==> config.mk <==
export PLATFORM = sky130hd
export DESIGN_NAME = alu_matrizes
export DESIGN_NICKNAME = d
export VERILOG_FILES = /design/src/rtl/alu_pkg.sv /design/src/rtl/alu_elemento.sv /design/src/rtl/alu_matrizes.sv
export SDC_FILE = /design/constraint.sdc
export NUM_CORES = 1
export LEC_CHECK = 0
export CAP_MARGIN = 20
export CORE_ASPECT_RATIO = 1.4
export CORE_MARGIN = 8
export CORE_UTILIZATION = 50
export CTS_CLUSTER_DIAMETER = 100
export CTS_CLUSTER_SIZE = 8
export DETAILED_ROUTE_END_ITERATION = 8
export HOLD_SLACK_MARGIN = 0.05
export PLACE_DENSITY = 0.79
export SETUP_SLACK_MARGIN = 0.4
export SYNTH_ARGS = -nofsm -noshare
export SYNTH_HDL_FRONTEND = slang
export SYNTH_SLANG_ARGS = --single-unit
==> constraint.sdc <==
create_clock -name clk -period 3.3 [get_ports clk]
set_clock_uncertainty 0.1 [all_clocks]
set_input_delay 0.33 -clock clk [delete_from_list [all_inputs] [get_ports clk]]
set_output_delay 0.33 -clock clk [all_outputs]
set_load 0.01 [all_outputs]
==> src/rtl/alu_pkg.sv <==
// ---------------------------------------------------------------------------
// alu_pkg
// Shared definitions for the matrix ALU coprocessor slice:
//   - estado_t : FSM state encoding used by alu_matrizes
//   - op_t     : sel_operacao codes (soma, subtracao, oposto, copia A)
//   - MATRIX_DIM_DEF / DATA_W_DEF : default matrix size and element width
// ---------------------------------------------------------------------------
package alu_pkg;

    localparam int MATRIX_DIM_DEF = 5;
    localparam int DATA_W_DEF     = 8;

    typedef enum logic [2:0] {
        OCIOSO   = 3'd0,
        LER      = 3'd1,
        CALC     = 3'd2,
        ESCREVER = 3'd3,
        FIM      = 3'd4
    } estado_t;

    typedef enum logic [1:0] {
        OP_SOMA      = 2'b00,
        OP_SUBTRACAO = 2'b01,
        OP_OPOSTO    = 2'b10,
        OP_COPIA     = 2'b11
    } op_t;

endpackage

==> src/rtl/alu_elemento.sv <==
// ---------------------------------------------------------------------------
// alu_elemento
// Purely combinational per-element operation for the matrix ALU.
// Optional feature macro: ALU_SATURACAO_EN (saturate instead of wrap).
// Ports:
//   op        in  2 bits       operation code (alu_pkg::op_t encoding)
//   a, b      in  DATA_W bits  signed operands (elements of A and B)
//   resultado out DATA_W bits  result element for matrix C
//   overflow  out 1 bit        exact result does not fit in DATA_W signed
// ---------------------------------------------------------------------------
module alu_elemento
    import alu_pkg::*;
#(
    parameter int DATA_W = DATA_W_DEF
) (
    input  logic [1:0]        op,
    input  logic [DATA_W-1:0] a,
    input  logic [DATA_W-1:0] b,
    output logic [DATA_W-1:0] resultado,
    output logic              overflow
);

    logic signed [DATA_W:0] a_ext;
    logic signed [DATA_W:0] b_ext;
    logic signed [DATA_W:0] exato;

    // One extra bit of headroom holds the exact result of every operation,
    // including -(-2^(DATA_W-1)); overflow is then a disagreement between
    // the two top bits.
    always_comb begin
        a_ext = {a[DATA_W-1], a};
        b_ext = {b[DATA_W-1], b};
        exato = a_ext;
        case (op_t'(op))
            OP_SOMA:      exato = a_ext + b_ext;
            OP_SUBTRACAO: exato = a_ext - b_ext;
            OP_OPOSTO:    exato = -a_ext;
            OP_COPIA:     exato = a_ext;
            default:      exato = a_ext;
        endcase
    end

    assign overflow = exato[DATA_W] ^ exato[DATA_W-1];

    // The sign of the exact result picks which limit to clamp to.
    always_comb begin
        resultado = exato[DATA_W-1:0];
`ifdef ALU_SATURACAO_EN
        if (overflow) begin
            resultado = exato[DATA_W] ? {1'b1, {(DATA_W-1){1'b0}}}
                                      : {1'b0, {(DATA_W-1){1'b1}}};
        end
`endif
    end

endmodule

==> src/rtl/alu_matrizes.sv <==
// ---------------------------------------------------------------------------
// alu_matrizes
// Element-serial matrix ALU: C = op(A, B) over MATRIX_DIM x MATRIX_DIM
// signed DATA_W-bit elements, three cycles per element (read, compute,
// write). Optional feature macro: ALU_SATURACAO_EN (see alu_elemento).
// Ports:
//   clk            in   system clock, rising edge
//   reset_n        in   asynchronous active-low reset
//   start_calc     in   one-cycle start pulse (ignored while ocupado)
//   sel_operacao   in   2 bits: 00 soma, 01 subtracao, 10 oposto, 11 copia A
//   dado_a, dado_b in   DATA_W bits, elements read from memory (1-cycle latency)
//   endereco       out  element index for both read and write
//   re_mem, we_mem out  memory read / write strobes (never both high)
//   dado_c         out  DATA_W bits, result element for matrix C
//   ocupado        out  busy level (high outside OCIOSO)
//   done           out  one-cycle completion pulse
//   overflow       out  sticky overflow, cleared on the next accepted start
// ---------------------------------------------------------------------------
module alu_matrizes
    import alu_pkg::*;
#(
    parameter  int MATRIX_DIM = MATRIX_DIM_DEF,
    parameter  int DATA_W     = DATA_W_DEF,
    localparam int N_ELEM     = MATRIX_DIM * MATRIX_DIM,
    localparam int ADDR_W     = (N_ELEM > 1) ? $clog2(N_ELEM) : 1
) (
    input  logic              clk,
    input  logic              reset_n,
    input  logic              start_calc,
    input  logic [1:0]        sel_operacao,
    input  logic [DATA_W-1:0] dado_a,
    input  logic [DATA_W-1:0] dado_b,
    output logic [ADDR_W-1:0] endereco,
    output logic              re_mem,
    output logic              we_mem,
    output logic [DATA_W-1:0] dado_c,
    output logic              ocupado,
    output logic              done,
    output logic              overflow
);

    localparam logic [ADDR_W-1:0] ULTIMO_END = ADDR_W'(N_ELEM - 1);

    estado_t           estado;
    op_t               op_reg;
    logic [DATA_W-1:0] res_elem;
    logic              ovf_elem;

    alu_elemento #(
        .DATA_W (DATA_W)
    ) u_elemento (
        .op        (op_reg),
        .a         (dado_a),
        .b         (dado_b),
        .resultado (res_elem),
        .overflow  (ovf_elem)
    );

    // All strobes are registered on the transition into the state that owns
    // them, so re_mem is high exactly during LER, we_mem during ESCREVER and
    // done during FIM. Memory data requested in LER is valid during CALC and
    // captured at the end of CALC. Reset drops everything at once, so an
    // interrupted operation never produces another write.
    always_ff @(posedge clk or negedge reset_n) begin
        if (!reset_n) begin
            estado   <= OCIOSO;
            op_reg   <= OP_SOMA;
            endereco <= '0;
            re_mem   <= 1'b0;
            we_mem   <= 1'b0;
            dado_c   <= '0;
            ocupado  <= 1'b0;
            done     <= 1'b0;
            overflow <= 1'b0;
        end else begin
            case (estado)
                OCIOSO: begin
                    done <= 1'b0;
                    if (start_calc) begin
                        op_reg   <= op_t'(sel_operacao);
                        endereco <= '0;
                        overflow <= 1'b0;
                        re_mem   <= 1'b1;
                        ocupado  <= 1'b1;
                        estado   <= LER;
                    end
                end
                LER: begin
                    re_mem <= 1'b0;
                    estado <= CALC;
                end
                CALC: begin
                    dado_c <= res_elem;
                    if (ovf_elem) begin
                        overflow <= 1'b1;
                    end
                    we_mem <= 1'b1;
                    estado <= ESCREVER;
                end
                ESCREVER: begin
                    we_mem <= 1'b0;
                    if (endereco == ULTIMO_END) begin
                        done   <= 1'b1;
                        estado <= FIM;
                    end else begin
                        endereco <= endereco + ADDR_W'(1);
                        re_mem   <= 1'b1;
                        estado   <= LER;
                    end
                end
                FIM: begin
                    done    <= 1'b0;
                    ocupado <= 1'b0;
                    estado  <= OCIOSO;
                end
                default: begin
                    re_mem  <= 1'b0;
                    we_mem  <= 1'b0;
                    done    <= 1'b0;
                    ocupado <= 1'b0;
                    estado  <= OCIOSO;
                end
            endcase
        end
    end

endmodule

==> results of run 1 <==
-- final timing paths --
path,to,start,depth (start not counted),slack [ns]
setup / recovery,dado_c[6]$_DFFE_PN0P_,dado_b[0],15,0.46
hold / removal,done$_DFFE_PN0P_,reset_n,1,0.18
setup reg to reg,dado_c[6]$_DFFE_PN0P_,op_reg[1]$_DFFE_PN0P_,13,0.61
max in group asynchronous,endereco[2]$_DFFE_PN0P_,reset_n,2,2.55
min in group clk,dado_c[0]$_DFFE_PN0P_,dado_c[0]$_DFFE_PN0P_,2,0.39
hold reg to reg,dado_c[0]$_DFFE_PN0P_,dado_c[0]$_DFFE_PN0P_,2,0.39
-- synth_stat cells (all sizes together), types with 2 or more instances --
master	number	area share, %
nor2	34	7.3
dfrtp	23	33
a21oi	19	5.7
nand2	18	3.9
o21ai	18	5.2
ha	12	8.6
xnor2	12	6.0
inv	11	2.4
nor3	10	2.9
xor2	8	4.0
clkbuf	7	1.5
nand3	6	1.7
a211oi	5	2.1
a21o	4	1.7
a31oi	3	1.1
nand2b	3	1.1
mux2	2	1.3
mux2i	2	1.1
nand4	2	0.72
nor2b	2	0.72
nor4	2	1.9
o21a	2	0.86
-- timing repair --
action | 4_1_cts | 5_1_grt
gates resized for setup | 5 | 21
setup endpoints to repair | 2 | 4
buffers inserted | 0 | 1
pin swaps | 2 | 19
-- per-stage QoR --
stage / util (%) / cell area [sq um] / power (uW)
after floorplan: - / 1750 / 397
after global placement: 66.2 / 2240 / 479
after detailed placement: 66.2 / 2240 / 482
after CTS: 68.2 / 2300 / 662
after global routing: 71.4 / 2410 / 709
final: 71.4 / 2410 / 673
-- cells in the final DEF, fill, tap and decap left out, drive strengths merged, types with 2 or more instances in the layout --
cell | synthesis | layout
xnor2 | 12 | 12
clkdlybuf4s50 | 0 | 33
clkbuf | 7 | 4
xor2 | 8 | 8
nor4 | 2 | 2
mux2 | 2 | 2
dfrtp | 23 | 23
o21ai | 18 | 18
buf | 1 | 14
a21o | 4 | 4
nand3 | 6 | 6
nor3 | 10 | 10
mux2i | 2 | 2
a211oi | 5 | 5
nor2 | 34 | 34
a21oi | 19 | 19
o21a | 2 | 2
nand4 | 2 | 2
dlymetal6s2s | 0 | 5
nand2 | 18 | 18
inv | 11 | 11
a31oi | 3 | 3
nor2b | 2 | 2
nand2b | 3 | 3
ha | 12 | 12
-- kinds of logic (layout without fill, tap and decap cells) --
group	after synthesis	in the layout
and+or+nand+nor	81	81
AOI/OAI and AO/OA	56	56
DFF	23	23
xor gates and xnor gates	20	20
buffers and inverters	19	67
adders and majority gates	13	13
muxes	4	4
-- report_power, final --
| group | total [uW] | switching, uW | internal (uW) |
|---|---|---|---|
| Combinational | 206 | 100 | 106 |
| Sequential | 293 | 4.06 | 289 |
| Clock | 174 | 88.1 | 86.3 |
-- area by class of cell --
cell class                 instances  area [sq um]  share of cell area [%]
inverter                          11          41.3                    1.71
tap                               40          50.0                    2.07
clock buffer                       4          45.0                    1.87
multi-input combinational        174          1180                    49.0
sequential                        23           576                    23.8
timing repair buffer              52           518                    21.5
-- routing by layer --
| metal | vias to the layer above | wire length, um |
|---|---|---|
| li1 | 849 | - |
| met1 | 800 | 1700 |
| met2 | 40 | 2430 |
| met3 | 9 | 188 |
| met4 | 0 | 116 |
| met5 | - | 0 |
==> reports/metrics.cfg, run 1 <==
[critical_path]
crit_buf_inv=4
crit_type=in -> reg
cp.arrival_ns=2.89
path_max_fanout=4
crit_slowest_cell=clkdlybuf4s50_1
crit_family=buffers and inverters
critPathMaxStageDelay_ns=0.49
cp-end-kind=flop
start_kind=input pin
cp_cell_sequence=clkdlybuf4s50_1 > inv_2 > ha_4 > buf_4 > nor2_4 > xnor2_2 > ha_2 > buf_4 > a211oi_2 > nor2_2 > o21a_1 > nor2_2 > xnor2_1 > a211oi_1 > nor2_1
crit_required_ns=3.35

[clocking]
cts-buffers-inserted=3
cts.sinks=23
clkTransAtPathRegs_ns=0.08
root_buffer=clkbuf_8
clockBufferDepth=2
insertion_delay_ns=0.27
htreeDepth=1
tritoncts=built
ctsHoldBuffers=0

[drt]
drc_errors=0
firstDrtPassIters=4
routed_wl_mm=4.43
detail-route-antenna-nets=0
wire_per_inst_um=14.6
drt_iter0_markers=110
viasPerCell=5.59
num_vias=1698

[layout]
areaGrowthSynthToFinish_pct=38.1
reg_top3=dado_c: 8 flops, endereco: 5 flops, estado: 3 flops
largest_register_ff_count=8
drive_above_1_share_pct=14.4
fillers=276
final_net_count=299
top_register=dado_c
antenna_cells=0
fin_cells=304

[power_and_ir_drop]
power.leakage_uw=0.00104
powerDensity_nw_per_um2=279
ir_drop_mv=0.286

[floorplan]
rows=25
coreArea_sq_um=3380
die_h_um=86.0
io_pins=39
die_area_sq_um=5670
fp.dieW_um=66.0
start_util_pct=51.7

[sta]
max_freq_ghz=0.352
timing.slew.headroom_pct=63.8
fin_setup_tns_ns=0
timing.final.ws_setup_ns=0.456
fin_crit_ns=2.84
finalMaxSlewViolations=0
grt_setup_unrepaired=true
hold_slack_ns=0.179
hold_violations=0
tightest_slew_ns=0.541
setup_viol=0
fin_crit_sh_pct=86.2

[logic_synthesis]
synth.yosys.seq_area_share_pct=32.9
synth_area_per_cell_sq_um=8.09
synth_top_family_by_area=simple AND/OR/NAND/NOR gates
synthMuxAreaShare_pct=2.43
ys_warn_count=0
synth_flop_cell=dfrtp_1
synth-edff-count=0
async_reset_ff_share_pct=100
syn-instance-count=216
synthAdderAreaFrac_pct=9.74
yosys.area_share.simple_pct=21.8
synth_xor_area_share_pct=10.0
mappedNetlistNets=250
yosysUniqueCellTypes=37
synth_area_sq_um=1750
synth_compound_area_share_pct=19.0
ys_ff_latch=23

[place]
placedCellCount=298
place_congestion=0.856
hpwl_mm=3.43
dp_slack_ns=-0.0112
portBuffers=38

[grt]
grt_pass1_vias=1684
track_usage_pct=15.5
grt_max_degree=24
use_met1_pct=15.8
overflow=0
grt_use_met3_pct=2.48
grt_antenna_before_repair=0
grt_pass1_wl_mm=7.18
grt.busiest_layer=met2
grtUsageMet2_pct=29.2

[status]
status=completed

[worst_hold_path]
hp-class=in -> async

[job]
maxCapViolations=0

(Power assumes the default switching activity.)
==> inputs of run 2 (changes only) <==
CORE_MARGIN = not set   (was 8)
==> reports/metrics.cfg, run 2 (same netlist as run 1, synthesis figures left out) <==
[critical_path]
cp-end-kind=flop  ; unchanged
start_kind=input pin  ; unchanged
crit_required_ns=3.40  ; was 3.35 ns
cp.arrival_ns=2.98  ; was 2.89 ns
critPathMaxStageDelay_ns=0.49  ; about the same
crit_top_cell=ha_2
crit_family=buffers and inverters  ; unchanged
crit_buf_inv=3  ; was 4
path_max_fanout=3  ; was 4
crit_slowest_cell=clkdlybuf4s50_1  ; unchanged
crit_type=in -> reg  ; unchanged
cp_cell_sequence=clkdlybuf4s50_1 > inv_1 > ha_2 > buf_4 > nor2_4 > xnor2_1 > ha_2 > o21ai_2 > a21oi_2 > o32ai_2 > mux2_4 > nor3_4 > a31oi_1 > nand3_1  ; was clkdlybuf4s50_1 > inv_2 > ha_4 > buf_4 > nor2_4 > xnor2_2 > ha_2 > buf_4 > a211oi_2 > nor2_2 > o21a_1 > nor2_2 > xnor2_1 > a211oi_1 > nor2_1

[place]
placedCellCount=297  ; was 298
hpwl_mm=3.18  ; was 3.43 mm
portBuffers=38  ; unchanged
place_congestion=0.888  ; was 0.856

[layout]
largest_register_ff_count=8  ; unchanged
fin_cells=303  ; was 304
final_cell_mix=36 x clkdlybuf4s50_1, 31 x nor2_1, 23 x dfrtp_1  ; was 33 x clkdlybuf4s50_1, 31 x nor2_1, 23 x dfrtp_1
top_register=dado_c  ; unchanged
areaGrowthSynthToFinish_pct=35.3  ; was 38.1%
reg_top3=dado_c: 8 flops, endereco: 5 flops, estado: 3 flops  ; unchanged
final_net_count=298  ; was 299
mostFrequentLayoutCell=clkdlybuf4s50_1  ; unchanged
antenna_cells=0  ; unchanged
drive_above_1_share_pct=12.9  ; was 14.4%

[grt]
track_usage_pct=23.2  ; was 15.5%
grt_pass1_vias=1595  ; was 1,684
grt_antenna_before_repair=0  ; unchanged
overflow=0  ; unchanged
grt_pass1_wl_mm=6.69  ; was 7.18 mm
grt_max_degree=24  ; unchanged

[clocking]
cts.sinks=23  ; unchanged
clkTransAtPathRegs_ns=0.08  ; about the same
root_buffer=clkbuf_8  ; unchanged
cts-buffers-inserted=3  ; unchanged
htreeDepth=1  ; unchanged
ctsHoldBuffers=0  ; unchanged
insertion_delay_ns=0.26  ; was 0.27 ns
clockBufferDepth=2  ; unchanged
tritoncts=built  ; unchanged

[worst_hold_path]
hp-class=in -> async  ; unchanged

[job]
maxCapViolations=0  ; unchanged

[drt]
detail-route-antenna-nets=0  ; unchanged
drc_errors=0  ; unchanged
firstDrtPassIters=4  ; unchanged
routed_wl_mm=4.01  ; was 4.43 mm
viasPerCell=5.57  ; was 5.59
num_vias=1687  ; was 1,698
drt_iter0_markers=39  ; was 110
wire_per_inst_um=13.2  ; was 14.6 um

[sta]
grt_setup_unrepaired=false  ; was true
max_freq_ghz=0.347  ; was 0.352 GHz
timing.slew.headroom_pct=63.1  ; was 63.8%
hold_violations=0  ; unchanged
fin_crit_sh_pct=87.2  ; was 86.2%
finalMaxSlewViolations=0  ; unchanged
tightest_slew_ns=0.552  ; was 0.541 ns
fin_crit_ns=2.88  ; was 2.84 ns
fin_setup_tns_ns=0  ; unchanged
setup_viol=0  ; unchanged

[floorplan]
fp.dieW_um=52.0  ; was 66.0 um
die_area_sq_um=3740  ; was 5670 sq um
coreArea_sq_um=3350  ; was 3380 sq um
io_pins=39  ; unchanged
rows=25  ; unchanged
die_h_um=72.0  ; was 86.0 um
start_util_pct=52.2  ; was 51.7%

[power_and_ir_drop]
power.leakage_uw=0.000995  ; was 0.00104 uW
powerDensity_nw_per_um2=281  ; was 279 nW/um^2
ir_drop_mv=0.224  ; was 0.286 mV
finalPower_uw=665  ; was 673 uW

[status]
status=completed  ; unchanged

[run 2: per-layer routing]
metal | up-vias | global-route usage, % | share of wire, %
met3 | 8 | 1.68 | 2.4
met2 | 46 | 45.2 | 58
li1 | 841 | - | -
met5 | - | 0 | 0
met4 | 0 | 7.81 | 2.0
met1 | 792 | 25.1 | 38
[run 2: final cells by class]
type / instances / area, sq um
clock buffer: 4 / 45.0
fill: 275 / 982
inverter: 11 / 41.3
multi-input combinational: 174 / 1160
sequential: 23 / 576
tap: 40 / 50.0
timing repair buffer: 51 / 490
[run 2: timing repair]
item,CTS,global route
endpoints found under the setup margin,2,3
resized for setup,4,15
buffers inserted,0,1
pin swaps,0,9
[run 2: path summary, 6_finish.rpt]
path / from / to / slack [ns] / cells after the start
worst max-delay path: dado_b[0] / overflow$_DFFE_PN0P_ / 0.42 / 14
worst min-delay path: reset_n / done$_DFFE_PN0P_ / 0.16 / 1
worst max register to register: op_reg[1]$_DFFE_PN0P_ / overflow$_DFFE_PN0P_ / 0.63 / 11
worst min register to register: dado_c[3]$_DFFE_PN0P_ / dado_c[3]$_DFFE_PN0P_ / 0.39 / 2
max in group asynchronous: reset_n / dado_c[5]$_DFFE_PN0P_ / 2.57 / 2
min in group clk: dado_c[3]$_DFFE_PN0P_ / dado_c[3]$_DFFE_PN0P_ / 0.39 / 2
[run 2: report_power, final]
group	total (uW)	switching (uW)	internal, uW	leakage, uW
clock network	170	83.8	86.0	0.0000228
registers	293	4.12	289	0.000278
logic	202	98.1	104	0.000694
total	665	186	479	0.000995
[run 2: stage by stage]
step	utilization, %	worst slack (ns)	area [sq um]	hold slack [ns]
finish	70.7	0.421	2360	0.160
detailed placement	66.6	0.0207	2230	0.375
CTS	68.4	0.404	2290	0.392
global route	70.7	0.363	2360	0.157
global placement	66.6	0.101	2230	0.368
floorplan	-	0.616	1750	-0.0656
==> inputs of run 3 (changes only) <==
CORE_UTILIZATION = 45   (was 50)
PLACE_DENSITY = 0.73   (was 0.79)
==> reports/metrics.cfg, run 3 (same netlist as run 1, synthesis figures left out) <==
[sta]
hold_violations=0  ; unchanged
fin_crit_ns=2.75  ; was 2.88 ns
tightest_slew_ns=0.557  ; was 0.552 ns
timing.slew.headroom_pct=62.8  ; was 63.1%
setup_viol=0  ; unchanged
fin_crit_sh_pct=83.4  ; was 87.2%
max_freq_ghz=0.363  ; was 0.347 GHz
timing.final.ws_setup_ns=0.548  ; was 0.421 ns
hold_slack_ns=0.188  ; was 0.160 ns
finalMaxSlewViolations=0  ; unchanged
grt_setup_unrepaired=false  ; unchanged
fin_setup_tns_ns=0  ; unchanged

[floorplan]
coreArea_sq_um=3680  ; was 3350 sq um
fp.dieW_um=54.7  ; was 52.0 um
die_h_um=75.7  ; was 72.0 um
rows=26  ; was 25
die_area_sq_um=4140  ; was 3740 sq um
io_pins=39  ; unchanged
start_util_pct=47.5  ; was 52.2%

[layout]
drive_above_1_share_pct=13.6  ; was 12.9%
mostFrequentLayoutCell=clkdlybuf4s50_1  ; unchanged
reg_top3=dado_c: 8 flops, endereco: 5 flops, estado: 3 flops  ; unchanged
seq_area_sq_um=576  ; unchanged
antenna_cells=0  ; unchanged
top_register=dado_c  ; unchanged
final_net_count=299  ; was 298
largest_register_ff_count=8  ; unchanged
multi_input_area_sq_um=1170  ; was 1160 sq um
final_cell_mix=35 x clkdlybuf4s50_1, 30 x nor2_1, 23 x dfrtp_1  ; was 36 x clkdlybuf4s50_1, 31 x nor2_1, 23 x dfrtp_1
areaGrowthSynthToFinish_pct=37.2  ; was 35.3%
fin_cells=306  ; was 303
fillers=332  ; was 275

[power_and_ir_drop]
powerDensity_nw_per_um2=280  ; was 281 nW/um^2
power.leakage_uw=0.00102  ; was 0.000995 uW
finalPower_uw=672  ; was 665 uW
ir_drop_mv=0.240  ; was 0.224 mV

[status]
status=completed  ; unchanged

[grt]
grtUsageMet2_pct=42.4  ; was 45.2%
grt_max_degree=24  ; unchanged
grt_pass1_wl_mm=6.61  ; was 6.69 mm
grt.busiest_layer=met2  ; unchanged
use_met1_pct=21.6  ; was 25.1%
grt_pass1_vias=1649  ; was 1,595
grt_use_met3_pct=1.20  ; was 1.68%
overflow=0  ; unchanged
track_usage_pct=21.2  ; was 23.2%
grt_antenna_before_repair=0  ; unchanged

[drt]
num_vias=1701  ; was 1,687
detail-route-antenna-nets=0  ; unchanged
routed_wl_mm=4.06  ; was 4.01 mm
viasPerCell=5.56  ; was 5.57
firstDrtPassIters=4  ; unchanged
drt_iter0_markers=31  ; was 39
wire_per_inst_um=13.3  ; was 13.2 um
drc_errors=0  ; unchanged

[critical_path]
cp-end-kind=flop  ; unchanged
crit_required_ns=3.41  ; was 3.40 ns
crit_type=in -> reg  ; unchanged
start_kind=input pin  ; unchanged
path_max_fanout=2  ; was 3
cp.arrival_ns=2.86  ; was 2.98 ns

[clocking]
insertion_delay_ns=0.26  ; about the same
clkTransAtPathRegs_ns=0.08  ; about the same
root_buffer=clkbuf_8  ; unchanged
htreeDepth=1  ; unchanged
cts-buffers-inserted=3  ; unchanged
clockBufferDepth=2  ; unchanged
cts.sinks=23  ; unchanged
tritoncts=built  ; unchanged

[job]
maxCapViolations=0  ; unchanged

[place]
place_congestion=0.855  ; was 0.888
dp_slack_ns=0.0495  ; was 0.0207 ns
portBuffers=38  ; unchanged
placedCellCount=299  ; was 297
hpwl_mm=3.12  ; was 3.18 mm

[worst_hold_path]
hp-class=in -> async  ; unchanged

==> run 3: cell count changes in the layout (fill, tap and decap cells not counted), sizes merged <==
cell           change
clkdlybuf4s50      -1
dlymetal6s2s       +1
buf                +1
==> run 3: power by group <==
group / internal [uW] / leakage (uW) / switching [uW]
registers: 289 / 0.000278 / 4.06
logic: 107 / 0.000720 / 99.9
clock network: 86.1 / 0.0000228 / 86.0
total: 482 / 0.00102 / 190
==> run 3: worst paths after layout <==
kind,startpoint,end,slack (ns),cells past startpoint
setup reg to reg,op_reg[0]$_DFFE_PN0P_,overflow$_DFFE_PN0P_,0.66,11
hold reg to reg,dado_c[1]$_DFFE_PN0P_,dado_c[1]$_DFFE_PN0P_,0.39,2
max in group asynchronous,reset_n,re_mem$_DFFE_PN0P_,2.54,2
setup / recovery,dado_b[2],overflow$_DFFE_PN0P_,0.55,11
min in group clk,dado_c[1]$_DFFE_PN0P_,dado_c[1]$_DFFE_PN0P_,0.39,2
hold / removal,reset_n,done$_DFFE_PN0P_,0.19,1
==> run 3: worst max-delay path, cell delays in order <==
cell	delay [ns]
clkdlybuf4s50_1	0.46
nor4_4	0.28
a21oi_1	0.11
xnor2_1	0.19
ha_1	0.27
a211o_1	0.30
o32ai_2	0.24
mux2_4	0.35
nor3_4	0.13
a31oi_1	0.11
nand3_1	0.09
==> run 3: metrics by stage <==
step | util [%] | area [sq um]
after detailed placement | 60.7 | 2230
after floorplan | - | 1750
final | 65.2 | 2400
after CTS | 62.3 | 2290
after global placement | 60.7 | 2230
after global routing | 65.2 | 2400
==> run 3: per-layer routing <==
layer  vias up  share of wire (%)
met2        41                 56
met4         0                2.4
met5         -                  0
met3         9                2.3
li1        848                  -
met1       803                 39
==> run 3: repair_timing <==
action                     in CTS  in global routing
setup endpoints to repair       3                  3
gates resized for setup         3                 18
hold buffers                    0                  0
buffers inserted                0                  2
pin swaps                       1                 12
==> run 3: cell type report <==
type,instances,share of cell area (%)
Multi-Input combinational cell,174,48.8
Sequential cell,23,24.0
Timing Repair Buffer,52,21.4
Tap cell,42,2.19
Inverter,11,1.72
Clock buffer,4,1.88
